`src/rtl/bf_uart_port_pkg.sv`:
```
// Shared types and defaults for the brainfuck_uP UART port bridge.
//   ser_state_t : state encoding used by both the RX and TX serialisers
//   byte_t      : one CPU/UART data byte
package bf_uart_port_pkg;

  localparam int unsigned BYTE_W                = 8;
  localparam int unsigned DEFAULT_CLKS_PER_BIT  = 104;
  localparam int unsigned DEFAULT_TX_FIFO_DEPTH = 4;

  typedef logic [BYTE_W-1:0] byte_t;

  typedef enum logic [1:0] {
    ST_IDLE  = 2'd0,
    ST_START = 2'd1,
    ST_DATA  = 2'd2,
    ST_STOP  = 2'd3
  } ser_state_t;

endpackage

```
`src/rtl/bf_byte_fifo.sv`:
```
// Small byte FIFO queuing CPU '.' writes ahead of the UART transmitter.
// Ports:
//   clk, rst_n  : clock, asynchronous active-low reset
//   push, din   : write request and data (dropped when full unless popping)
//   pop, dout   : read request; dout is combinational from the read pointer
//   empty, full : occupancy flags
module bf_byte_fifo
  import bf_uart_port_pkg::*;
#(
  parameter int unsigned DEPTH = DEFAULT_TX_FIFO_DEPTH
) (
  input  logic  clk,
  input  logic  rst_n,
  input  logic  push,
  input  byte_t din,
  input  logic  pop,
  output byte_t dout,
  output logic  empty,
  output logic  full
);

  localparam int unsigned AW = $clog2(DEPTH);
  localparam int unsigned PW = AW + 1;

  logic [PW-1:0] wp;
  logic [PW-1:0] rp;
  byte_t         mem [DEPTH];
  logic          push_ok;
  logic          pop_ok;

  // Extra pointer MSB distinguishes full from empty when the low bits match.
  assign empty   = (wp == rp);
  assign full    = (wp[AW] != rp[AW]) && (wp[AW-1:0] == rp[AW-1:0]);
  assign pop_ok  = pop & ~empty;
  assign push_ok = push & (~full | pop_ok);
  assign dout    = mem[rp[AW-1:0]];

  // Pointer registers
  always_ff @(posedge clk or negedge rst_n) begin
    if (!rst_n) begin
      wp <= '0;
      rp <= '0;
    end else begin
      if (push_ok) wp <= wp + PW'(1);
      if (pop_ok)  rp <= rp + PW'(1);
    end
  end

  // Storage; a simultaneous pop has already read the old entry through dout.
  always_ff @(posedge clk) begin
    if (push_ok) mem[wp[AW-1:0]] <= din;
  end

endmodule

```
`src/rtl/bf_uart_port.sv`:
```
// Port bridge between the brainfuck_uP I/O strobes and an 8N1 UART.
// Ports:
//   bfup_clk, reset : clock, asynchronous active-low reset
//   outPort, portWR : CPU output byte and active-low write strobe (queued for TX)
//   portRD          : active-low read strobe; its rising edge consumes inPort
//   inPort, incoming: received byte and its unread flag
//   uart_rx, uart_tx: serial in (asynchronous) / serial out, both idle high
//   tx_busy         : FIFO non-empty or a frame in flight
//   rx_overrun, framing_err, tx_overflow : single-cycle error pulses
module bf_uart_port
  import bf_uart_port_pkg::*;
#(
  parameter int unsigned CLKS_PER_BIT  = DEFAULT_CLKS_PER_BIT,
  parameter int unsigned TX_FIFO_DEPTH = DEFAULT_TX_FIFO_DEPTH
) (
  input  logic       bfup_clk,
  input  logic       reset,
  input  logic [7:0] outPort,
  input  logic       portWR,
  input  logic       portRD,
  output logic [7:0] inPort,
  output logic       incoming,
  input  logic       uart_rx,
  output logic       uart_tx,
  output logic       tx_busy,
  output logic       rx_overrun,
  output logic       framing_err,
  output logic       tx_overflow
);

  localparam int unsigned TW = $clog2(CLKS_PER_BIT);
  localparam int unsigned IW = $clog2(BYTE_W);
  localparam logic [TW-1:0] T_HALF = TW'(CLKS_PER_BIT / 2);
  localparam logic [TW-1:0] T_LAST = TW'(CLKS_PER_BIT - 1);
  localparam logic [IW-1:0] I_LAST = IW'(BYTE_W - 1);

  logic          wr_q, rd_q, wr_evt, rd_done, slot_free;
  logic          rx_meta, rxs;

  ser_state_t    rx_state, rx_state_n;
  logic [TW-1:0] rx_tmr, rx_tmr_n;
  logic [IW-1:0] rx_idx, rx_idx_n;
  byte_t         rx_shr, rx_shr_n;
  logic          rx_done, rx_done_n, ferr_n;

  ser_state_t    tx_state, tx_state_n;
  logic [TW-1:0] tx_tmr, tx_tmr_n;
  logic [IW-1:0] tx_idx, tx_idx_n;
  byte_t         tx_shr, tx_shr_n;
  logic          tx_line_n, tx_pop_c;

  byte_t         fifo_dout;
  logic          fifo_empty, fifo_full, fifo_push;

  assign wr_evt    = wr_q & ~portWR;
  assign rd_done   = ~rd_q & portRD;
  assign slot_free = ~incoming | rd_done;
  assign fifo_push = wr_evt & (~fifo_full | tx_pop_c);
  assign tx_busy   = ~fifo_empty | (tx_state != ST_IDLE);

  bf_byte_fifo #(
    .DEPTH (TX_FIFO_DEPTH)
  ) u_tx_fifo (
    .clk   (bfup_clk),
    .rst_n (reset),
    .push  (fifo_push),
    .din   (outPort),
    .pop   (tx_pop_c),
    .dout  (fifo_dout),
    .empty (fifo_empty),
    .full  (fifo_full)
  );

  // RX next-state: start bit checked at mid-bit, then one sample per bit period.
  always_comb begin
    rx_state_n = rx_state;
    rx_tmr_n   = rx_tmr + TW'(1);
    rx_idx_n   = rx_idx;
    rx_shr_n   = rx_shr;
    rx_done_n  = 1'b0;
    ferr_n     = 1'b0;
    case (rx_state)
      ST_IDLE: begin
        rx_tmr_n = '0;
        if (!rxs) rx_state_n = ST_START;
      end
      ST_START: begin
        if (rx_tmr == T_HALF) begin
          rx_tmr_n   = '0;
          rx_idx_n   = '0;
          rx_state_n = rxs ? ST_IDLE : ST_DATA;
        end
      end
      ST_DATA: begin
        if (rx_tmr == T_LAST) begin
          rx_tmr_n = '0;
          rx_shr_n = {rxs, rx_shr[BYTE_W-1:1]};
          if (rx_idx == I_LAST) rx_state_n = ST_STOP;
          else                  rx_idx_n   = rx_idx + IW'(1);
        end
      end
      ST_STOP: begin
        if (rx_tmr == T_LAST) begin
          rx_tmr_n   = '0;
          rx_state_n = ST_IDLE;
          rx_done_n  = rxs;
          ferr_n     = ~rxs;
        end
      end
      default: rx_state_n = ST_IDLE;
    endcase
  end

  // TX next-state: the line value is computed one cycle ahead so uart_tx is a flop.
  always_comb begin
    tx_state_n = tx_state;
    tx_tmr_n   = tx_tmr + TW'(1);
    tx_idx_n   = tx_idx;
    tx_shr_n   = tx_shr;
    tx_line_n  = uart_tx;
    tx_pop_c   = 1'b0;
    case (tx_state)
      ST_IDLE: begin
        tx_tmr_n  = '0;
        tx_line_n = 1'b1;
        if (!fifo_empty) begin
          tx_pop_c   = 1'b1;
          tx_shr_n   = fifo_dout;
          tx_line_n  = 1'b0;
          tx_state_n = ST_START;
        end
      end
      ST_START: begin
        if (tx_tmr == T_LAST) begin
          tx_tmr_n   = '0;
          tx_idx_n   = '0;
          tx_line_n  = tx_shr[0];
          tx_state_n = ST_DATA;
        end
      end
      ST_DATA: begin
        if (tx_tmr == T_LAST) begin
          tx_tmr_n = '0;
          if (tx_idx == I_LAST) begin
            tx_line_n  = 1'b1;
            tx_state_n = ST_STOP;
          end else begin
            tx_shr_n  = tx_shr >> 1;
            tx_line_n = tx_shr[1];
            tx_idx_n  = tx_idx + IW'(1);
          end
        end
      end
      ST_STOP: begin
        if (tx_tmr == T_LAST) begin
          tx_tmr_n   = '0;
          tx_state_n = ST_IDLE;
        end
      end
      default: tx_state_n = ST_IDLE;
    endcase
  end

  // State, datapath and output registers
  always_ff @(posedge bfup_clk or negedge reset) begin
    if (!reset) begin
      wr_q        <= 1'b1;
      rd_q        <= 1'b1;
      rx_meta     <= 1'b1;
      rxs         <= 1'b1;
      rx_state    <= ST_IDLE;
      rx_tmr      <= '0;
      rx_idx      <= '0;
      rx_shr      <= '0;
      rx_done     <= 1'b0;
      tx_state    <= ST_IDLE;
      tx_tmr      <= '0;
      tx_idx      <= '0;
      tx_shr      <= '0;
      uart_tx     <= 1'b1;
      inPort      <= '0;
      incoming    <= 1'b0;
      rx_overrun  <= 1'b0;
      framing_err <= 1'b0;
      tx_overflow <= 1'b0;
    end else begin
      wr_q        <= portWR;
      rd_q        <= portRD;
      rx_meta     <= uart_rx;
      rxs         <= rx_meta;
      rx_state    <= rx_state_n;
      rx_tmr      <= rx_tmr_n;
      rx_idx      <= rx_idx_n;
      rx_shr      <= rx_shr_n;
      rx_done     <= rx_done_n;
      tx_state    <= tx_state_n;
      tx_tmr      <= tx_tmr_n;
      tx_idx      <= tx_idx_n;
      tx_shr      <= tx_shr_n;
      uart_tx     <= tx_line_n;
      framing_err <= ferr_n;
      rx_overrun  <= rx_done & ~slot_free;
      tx_overflow <= wr_evt & fifo_full & ~tx_pop_c;
      // A read completing in the delivery cycle frees the slot for the new byte.
      if (rx_done) begin
        if (slot_free) begin
          inPort   <= rx_shr;
          incoming <= 1'b1;
        end
      end else if (rd_done) begin
        incoming <= 1'b0;
      end
    end
  end

endmodule

```
`config.mk`:
```
export PLATFORM = sky130hd
export DESIGN_NAME = bf_uart_port
export DESIGN_NICKNAME = d
export VERILOG_FILES = /design/src/rtl/bf_uart_port_pkg.sv /design/src/rtl/bf_byte_fifo.sv /design/src/rtl/bf_uart_port.sv
export SDC_FILE = /design/constraint.sdc
export NUM_CORES = 1
export LEC_CHECK = 0
export BUFFER_PORTS_ARGS = -buffer_cell sky130_fd_sc_hd__buf_2
export CAP_MARGIN = 20
export CORE_MARGIN = 1.5
export CORE_UTILIZATION = 50
export DETAILED_ROUTE_END_ITERATION = 16
export PLACE_DENSITY = 0.72
export SETUP_SLACK_MARGIN = 0.15
export SLEW_MARGIN = 15
export SYNTH_ARGS = -nofsm -noshare
export SYNTH_HDL_FRONTEND = slang
export SYNTH_SLANG_ARGS = --single-unit
```
`constraint.sdc`:
```
create_clock -name bfup_clk -period 2.83 [get_ports bfup_clk]
set_clock_uncertainty 0.15 [all_clocks]
set_input_delay 0.1415 -clock bfup_clk [delete_from_list [all_inputs] [get_ports bfup_clk]]
set_output_delay 0.1415 -clock bfup_clk [all_outputs]
set_load 0.01 [all_outputs]
```
==> reports/qor.csv, run 1 <==
stage,metric,value,unit
die,initial_utilization,51.83,%
worst_setup_path,cp_max_fo,21,
grt,grt_overflow,0,
placement,place.gp.congestion,0.7864,
grt,grt_use_met1,22.09,%
worst_setup_path,path_buf_inv,1,
yosys,synth_fa_ha_area_share,4.969,%
timing,rsz0062_at_grt,false,
power,swShare,25.89,%
grt,grt_antenna_before_repair,0,
yosys,synth_warnings,0,
die,die_w,95.53,µm
worst_setup_path,critPathKind,reg -> reg,
yosys,synth_xor_area_share,3.625,%
clock_network,cts_buffers,9,
yosys,synth.top_cell.area_share,34.49,%
yosys,synthArstFlopShare,66.67,%
timing,relSlewSlack,56.70,%
clock_network,cts.sinks,96,
yosys,yosys.area.top_type,dfrtp_1,
clock_network,htree_levels,3,
yosys,synth-edff-count,32,
yosys,post_synth_num_cell_types,51,
worst_setup_path,end_kind,register,
run,drv_cap,0,
power,p_per_area,544.5,mW/mm²
timing,period_needed,2.297,ns
power,intPower,1.944,mW
final_layout,drive_gt1_share,21.64,%
clock_network,hold_buffers,12,
yosys,synth_compound_area_share,7.162,%
yosys,syn_nets,348,
power,pwr-share-seq,59.4,%
yosys,ys.flop_type,dfrtp_1,
die,core,0.008258,mm²
yosys,synth_seq_cells,96,
timing,worstMarginPinSlew,0.6495,ns
final_layout,most-common-layout-cells,"dfrtp_1 (59), edfxtp_1 (32), buf_2 (26)",
timing,final.period_utilization,81.17,%
worst_hold_path,worstHoldPathType,in -> async,
grt,grt_max_degree,44,
die,die_h,95.53,µm
clock_network,cts_tree,done,
yosys,yosysSeqAreaShare,60.01,%
worst_setup_path,cp.arrival,2.40,ns
route,vias,2442,
power,comb_power_share,9.1,%
final_layout,final_common_cell,dfrtp_1,
clock_network,cts_setup_buffers,0,
worst_setup_path,cpMaxStageDelayCell,ha_1,
clock_network,cts_max_path_buffers,2,
power,ir_drop,0.3527,mV
timing,setup_viol,0,
grt,grt_pass1_vias,2448,
yosys,synth_cells,318,
clock_network,clk_latency,0.37,ns
worst_setup_path,crit_family,adder cells,
run_status,status,completed,
timing,fin_setup_tns,0,ns
final_layout,fin_nets,390,
final_layout,final_cells,470,
timing,max_freq,435.3,MHz
placement,placed_cells,442,
clock_network,cts-resized-gates,0,
worst_setup_path,cp.required,2.94,ns
die,io_pins,27,
worst_setup_path,path_cells,"inv_1, ha_1, nor2_1, o21ai_4, mux2_4",
worst_setup_path,slowest_delay,0.59,ns
worst_setup_path,cp-start-kind,register,
yosys,syn_area_per_cell,13.46,µm²
timing,final-hold-violation-count,0,
route,drcViolationCount,0,
yosys,synthesis.area,0.004280,mm²
route,antenna_left,0,
grt,grt_pass1_wl,11.45,mm
route,firstDrtPassIters,4,
power,p_sw,679.2,µW
placement,dpl.hpwl,4.650,mm
grt,grt.met2_usage,26.00,%
route,wl_per_cell,14.71,µm
yosys,synth_top_cells_by_area,"dfrtp_1 (34%), edfxtp_1 (22%), mux2_1 (5.0%)",
power,pwr-share-clk,31.5,%
die,die_area,0.009125,mm²
route,wl,6.915,mm
yosys,synth_top_family_by_area,multiplexers,
route,via_per_inst,5.196,
clock_network,cts.reportedPaths.clkPinSlew,0.10,ns
yosys,muxShareOfSynthArea,12.13,%
placement,place.port_buffers,26,
final_layout,area_growth,12.54,%
timing,slew_violations,0,
grt,gr-usage-all-layers,16.64,%
power,power_leakage,2.134,nW
grt,busiest_layer,met2,
clock_network,cts-root-buf,clkbuf_8,
yosys,synth_simple_gate_area_share,9.734,%
route,drt_iter0_drc,76,
die,rows,33,
grt,use_met3,4.625,%
final_layout,diodes,0,
registers in the layout (all words and copies together) (netlist names), 2 cells and up, named ones only:
| name | count |
|---|---|
| u_tx_fifo.rp | 3 |
| rx_tmr | 7 |
| u_tx_fifo.mem | 32 |
| rx_shr | 8 |
| tx_idx | 3 |
| tx_shr | 8 |
| rx_idx | 3 |
| inPort | 8 |
| tx_tmr | 7 |
| tx_state | 2 |
| u_tx_fifo.wp | 3 |
power groups by stage:
stage / Sequential [mW] / Clock, mW / Combinational [mW]
5_1_grt: 1.57 / 0.914 / 0.276
3_5_place_dp: 1.59 / 0 / 0.231
4_1_cts: 1.56 / 0.845 / 0.244
3_3_place_gp: 1.58 / 0 / 0.221
2_1_floorplan: 1.58 / 0 / 0.157
6_report: 1.56 / 0.826 / 0.240
layer usage:
metal  wire length, µm  vias up
li1                  -     1221
met2              3197       30
met3               202       11
met4               110        0
met1              3405     1180
met5                 0        -
cell type report:
| cell class | count | area [µm²] |
|---|---|---|
| fill | 646 | 3441 |
| tap | 105 | 131.4 |
| sequential | 96 | 2569 |
| clock buffer | 10 | 127.6 |
| multi-input combinational | 196 | 1610 |
| timing repair buffer | 40 | 265.3 |
| clock inverter | 6 | 50.05 |
| inverter | 17 | 63.81 |
synthesized netlist by cell type, types with 6 or more instances:
cell type / count
nor2_1: 17
mux2_2: 14
xnor2_1: 7
edfxtp_1: 32
nand2_1: 13
xor2_1: 7
dfrtp_1: 59
o22ai_1: 7
nor3_1: 6
and2_1: 6
mux2_4: 7
a21oi_1: 12
ha_1: 17
inv_1: 17
nand3_1: 10
mux2_1: 19
per-stage QoR:
| stage | total power [mW] | setup WS, ns | hold WS (ns) | area [µm²] | utilization, % |
|---|---|---|---|---|---|
| after floorplan | 1.734 | 0.8479 | -0.3041 | 4280 | - |
| after global placement | 1.805 | 0.6055 | -0.01094 | 4519 | 54.73 |
| after detailed placement | 1.819 | 0.5186 | -0.0003239 | 4519 | 54.73 |
| after CTS | 2.648 | 0.5145 | 0.1262 | 4817 | 58.33 |
| after global routing | 2.755 | 0.3708 | 0.1609 | 4817 | 58.33 |
| final | 2.623 | 0.5329 | 0.1160 | 4817 | 58.33 |
path summary, 6_finish.rpt:
check	to	slack, ns	cells past startpoint	start
setup / recovery	tx_shr[2]	0.53	5	tx_state[0]
hold / removal	tx_tmr[6]	0.12	2	reset
setup reg to reg	tx_shr[2]	0.53	5	tx_state[0]
hold reg to reg	rxs	0.21	0	rx_meta
max in group asynchronous	rxs	1.49	3	reset
min in group bfup_clk	rxs	0.21	0	rx_meta
kinds of logic after synthesis:
logic type,after synthesis
DFF,96
and+or+nand+nor,75
AOI/OAI and AO/OA,45
muxes,43
buffers and inverters,26
adders and majority gates,17
xor gates and xnor gates,16
Note: power is estimated with default switching activity, not from simulation.
==> run 2: changes to the inputs <==
--- a/config.mk
+++ b/config.mk
@@ -10,7 +10,7 @@
 export CORE_MARGIN = 1.5
 export CORE_UTILIZATION = 50
 export DETAILED_ROUTE_END_ITERATION = 16
-export PLACE_DENSITY = 0.72
+export PLACE_DENSITY = 0.74
 export SETUP_SLACK_MARGIN = 0.15
 export SLEW_MARGIN = 15
 export SYNTH_ARGS = -nofsm -noshare
==> constraint.sdc (replaced) <==
create_clock -name bfup_clk -period 2 [get_ports bfup_clk]
set_clock_uncertainty 0.15 [all_clocks]
set_input_delay 0.1 -clock bfup_clk [delete_from_list [all_inputs] [get_ports bfup_clk]]
set_output_delay 0.1 -clock bfup_clk [all_outputs]
set_load 0.01 [all_outputs]
==> run 2 against run 1 <==
Final cell count is 5.1% higher; sequential share of layout area shrank 4.0 points; hold slack got worse by 0.0033 ns; critical path type unchanged.
==> reports/qor.csv, run 2 (synthesis gave the netlist of run 1 again) <==
stage,metric,value,unit
timing,relSlewSlack,74.28,%
worst_setup_path,cp.arrival,1.99,ns
worst_setup_path,critPathKind,reg -> reg,
clock_network,cts_buffers,9,
worst_setup_path,critPathLaunch,tx_tmr[3],
clock_network,clk_latency,0.37,ns
run_status,status,completed,
die,die_h,95.53,µm
die,initial_utilization,51.83,%
final_layout,drive_gt1_share,31.36,%
worst_hold_path,worstHoldPathType,in -> async,
final_layout,most-common-layout-cells,"dfrtp_1 (58), edfxtp_1 (32), buf_2 (25)",
route,wl,7.327,mm
timing,period_needed,1.886,ns
die,io_pins,27,
final_layout,final_common_cell,dfrtp_1,
worst_setup_path,path_cells,"or3b_4, nor4b_4, o21ai_4, buf_12, mux2_4",
final_layout,multi_input_area,0.001729,mm²
timing,fin_setup_tns,0,ns
timing,worstMarginPinSlew,0.3838,ns
placement,place.gp.congestion,0.7210,
worst_setup_path,cp-start-kind,register,
final_layout,regArea,0.002570,mm²
placement,dpl.hpwl,4.860,mm
power,p_per_area,762.3,mW/mm²
worst_setup_path,crit_family,simple AND/OR/NAND/NOR gates,
final_layout,post-route-util,63.12,%
clock_network,cts_tree,done,
die,die_area,0.009125,mm²
final_layout,diodes,0,
timing,whs,0.1127,ns
power,power_leakage,2.289,nW
grt,grt_pass1_vias,2604,
placement,placed_cells,458,
route,vias,2591,
placement,place.port_buffers,26,
final_layout,largest_reg_flops,32,
worst_setup_path,cpMaxStageDelayCell,or3b_4,
grt,grt_max_degree,65,
clock_network,cts_max_path_buffers,2,
timing,rsz0062_at_grt,true,
timing,max_freq,530.3,MHz
power,power,3.973,mW
route,antenna_left,0,
power,ir_drop,0.6277,mV
worst_setup_path,path_buf_inv,1,
worst_setup_path,r2r-start,tx_tmr[3],
timing,final.period_utilization,94.28,%
run,drv_cap,0,
grt,grt_antenna_before_repair,0,
clock_network,htree_levels,3,
die,core,0.008258,mm²
timing,final-hold-violation-count,0,
timing,slew_violations,0,
clock_network,cts.reportedPaths.clkPinSlew,0.09,ns
route,drcViolationCount,0,
worst_setup_path,cp_max_fo,8,
route,via_per_inst,5.245,
clock_network,cts-root-buf,clkbuf_8,
worst_setup_path,slowest_delay,0.44,ns
route,firstDrtPassIters,4,
clock_network,cts.sinks,96,
grt,grt_overflow,0,
grt,gr-usage-all-layers,17.93,%
grt,grt_pass1_wl,12.21,mm
worst_setup_path,cp.required,2.11,ns
final_layout,fin_nets,414,
final_layout,area_growth,21.78,%
die,die_w,95.53,µm
route,drt_iter0_drc,102,
final_layout,final_cells,494,
route,wl_per_cell,14.83,µm
worst_setup_path,end_kind,register,
timing,setup_viol,0,
die,rows,33,
final_layout,nFillCells,620,
run 2: cell types whose count changed in the layout (fill, tap and decap cells not counted), sizes merged:
| cell | delta |
|---|---|
| bufinv | +1 |
| buf | +24 |
| inv | -1 |
run 2: per-layer routing:
metal / vias to the layer above / global-route usage (%) / wire length, µm
li1: 1272 / - / -
met1: 1275 / 23.87 / 3493
met2: 34 / 28.05 / 3491
met3: 10 / 4.466 / 229
met4: 0 / 7.353 / 112
met5: - / 0 / 0
run 2: layout make-up:
type / count / area share [%]
Sequential cell: 96 / 49.30
Multi-Input combinational cell: 196 / 33.17
Timing Repair Buffer: 64 / 9.842
Tap cell: 105 / 2.520
Clock buffer: 10 / 2.448
Clock inverter: 6 / 1.488
Inverter: 17 / 1.224
run 2: repair_timing:
action	in CTS	in global routing
buffers inserted	5	2
endpoints found under the hold margin	102	0
hold buffers	12	0
gates resized for setup	9	23
gates cloned	0	1
endpoints found under the setup margin	18	59
pin swaps	3	4
run 2: worst min-delay path: cells and delay by family:
family                 cells  cell delay (ns)
buffers and inverters      3             0.93
run 2: report_power, final:
| part | switching (mW) | internal [mW] | total, mW |
|---|---|---|---|
| Sequential | 0.0714 | 2.14 | 2.21 |
| Combinational | 0.236 | 0.205 | 0.441 |
| Clock | 0.719 | 0.601 | 1.32 |
run 2: through the flow:
stage | instance area, µm² | setup WS [ns]
2_1_floorplan | 4284 | 0.09141
3_3_place_gp | 4678 | 0.09682
3_5_place_dp | 4678 | 0.02200
4_1_cts | 5095 | 0.09507
5_1_grt | 5213 | 0.06253
6_report | 5213 | 0.1144
run 2: path summary, 6_finish.rpt:
kind / end / slack [ns] / cells after the start
worst max-delay path: tx_shr[2] / 0.11 / 5
worst min-delay path: tx_tmr[6] / 0.11 / 3
worst max register to register: tx_shr[2] / 0.11 / 5
worst min register to register: rxs / 0.22 / 0
max in group asynchronous: wr_q / 1.26 / 3
min in group bfup_clk: rxs / 0.22 / 0
==> run 3: changes to the inputs <==
==> constraint.sdc (replaced) <==
create_clock -name bfup_clk -period 1.55 [get_ports bfup_clk]
set_clock_uncertainty 0.15 [all_clocks]
set_input_delay 0.0775 -clock bfup_clk [delete_from_list [all_inputs] [get_ports bfup_clk]]
set_output_delay 0.0775 -clock bfup_clk [all_outputs]
set_load 0.01 [all_outputs]
==> run 3 against run 2 <==
The flow now finishes with violations (negative setup slack); setup slack got worse by 0.46 ns; critical path depth decreased by 1; final cell count increased by 11%; critical endpoint is now tx_shr[6]; largest cell class unchanged; largest power group unchanged.
==> reports/qor.csv, run 3 (synthesis gave the netlist of run 1 again) <==
stage,metric,value,unit
run_status,status,"finished, violations left",
run_status,violations,negative setup slack,
placement,dpl.hpwl,5.408,mm
timing,period_needed,1.894,ns
placement,placed_cells,499,
run,drv_cap,0,
grt,grt_pass1_vias,3064,
clock_network,cts.reportedPaths.clkPinSlew,0.10,ns
route,vias,2914,
timing,slew_violations,0,
clock_network,cts-root-buf,clkbuf_8,
die,die_area,0.009125,mm²
worst_hold_path,worstHoldPathType,in -> reg,
clock_network,clk_latency,0.37,ns
worst_setup_path,critPathKind,reg -> reg,
grt,grt_overflow,0,
placement,place.port_buffers,26,
placement,place_area,0.005087,mm²
final_layout,drive_gt1_share,51.36,%
worst_setup_path,cp_max_fo,8,
route,via_per_inst,5.327,
die,initial_utilization,51.83,%
timing,setup_viol,72,
final_layout,diodes,0,
die,core,0.008258,mm²
grt,grt_max_degree,41,
final_layout,fin_nets,467,
final_layout,final_common_cell,buf_4,
grt,grt_antenna_before_repair,0,
timing,max_freq,528.0,MHz
die,die_w,95.53,µm
route,drcViolationCount,0,
timing,setup_ws,-0.3441,ns
timing,rsz0062_at_grt,true,
final_layout,area_growth,39.35,%
grt,gr-usage-all-layers,21.07,%
placement,place.gp.congestion,0.7938,
final_layout,final_cells,547,
route,drt-met1-wl,4.019,mm
clock_network,cts_buffers,9,
route,antenna_left,0,
grt,grt_pass1_wl,14.55,mm
route,topRoutingLayerUsed,met4,
route,firstDrtPassIters,5,
route,drt_iter0_drc,80,
power,power,5.320,mW
placement,post-place-ws,-0.3747,ns
die,io_pins,27,
worst_setup_path,cp.arrival,2.01,ns
final_layout,design_area,0.005964,mm²
route,met3_length,260,µm
power,ir_drop,0.5363,mV
final_layout,most-common-layout-cells,"buf_4 (56), dfrtp_1 (54), edfxtp_1 (32)",
power,p_per_area,892.0,mW/mm²
clock_network,cts.sinks,96,
route,wl_met2,4.610,mm
clock_network,htree_levels,3,
clock_network,cts_tree,done,
timing,worstMarginPinSlew,0.4535,ns
die,die_h,95.53,µm
final_layout,largest_reg_flops,32,
route,wl_per_cell,16.65,µm
die,rows,33,
timing,final-hold-violation-count,0,
clock_network,cts_max_path_buffers,2,
worst_setup_path,cp-start-kind,register,
timing,final.period_utilization,122.2,%
worst_setup_path,end_kind,register,
worst_setup_path,cp.required,1.66,ns
route,wl,9.105,mm
power,power_leakage,2.634,nW
timing,relSlewSlack,69.67,%
==> run 3: stage by stage <==
| stage | hold slack (ns) | util [%] | setup TNS (ns) |
|---|---|---|---|
| 3_3_place_gp | -0.1764 | 61.61 | -11.83 |
| 5_1_grt | 0.07439 | 72.23 | -20.58 |
| 3_5_place_dp | -0.1679 | 61.61 | -13.86 |
| 4_1_cts | 0.01747 | 69.73 | -13.60 |
| 6_report | 0.07358 | 72.23 | -15.63 |
| 2_1_floorplan | -0.3681 | - | -7.389 |
==> run 3: path summary, 6_finish.rpt <==
kind                                 from           to  slack (ns)  cells after the start
worst max register to register  tx_tmr[6]    tx_shr[6]       -0.34                      4
worst min register to register    rx_meta          rxs        0.22                      0
max in group asynchronous           reset    tx_shr[7]        0.27                      3
worst min-delay path               portWR  tx_overflow        0.07                      4
worst max-delay path            tx_tmr[6]    tx_shr[6]       -0.34                      4
min in group asynchronous           reset    tx_tmr[2]        0.11                      3
==> run 3: critical path: stages (launching register included) <==
cell,delay [ns]
dfrtp_1,0.39
or3b_4,0.42
nor4b_4,0.31
o21ai_4,0.18
mux2_4,0.33
==> run 3: layout make-up <==
type	instances	area, µm²
Fill cell	502	2293
Multi-Input combinational cell	197	2063
Inverter	17	68.82
Timing Repair Buffer	116	940.9
Clock buffer	9	123.9
Sequential cell	96	2575
Tap cell	105	131.4
Clock inverter	7	61.31
==> run 3: per-layer routing <==
layer  track usage, %  vias to the layer above
li1                 -                     1380
met1            26.69                     1455
met2            35.56                       60
met3            4.306                       19
met4            7.721                        0
met5                0                        -
==> run 3: repair_timing <==
action | 4_1_cts | 5_1_grt
resized for setup | 62 | 29
endpoints found under the hold margin | 101 | 0
pin swaps | 31 | 16
buffers inserted | 10 | 8
hold buffers | 13 | 0
cloned | 1 | 0
setup endpoints to repair | 88 | 81
==> run 3: power breakdown <==
group	switching (mW)	total (mW)	internal [mW]
sequential	0.0826	2.85	2.77
combinational	0.439	0.896	0.457
clock	0.954	1.58	0.622
total	1.48	5.32	3.84
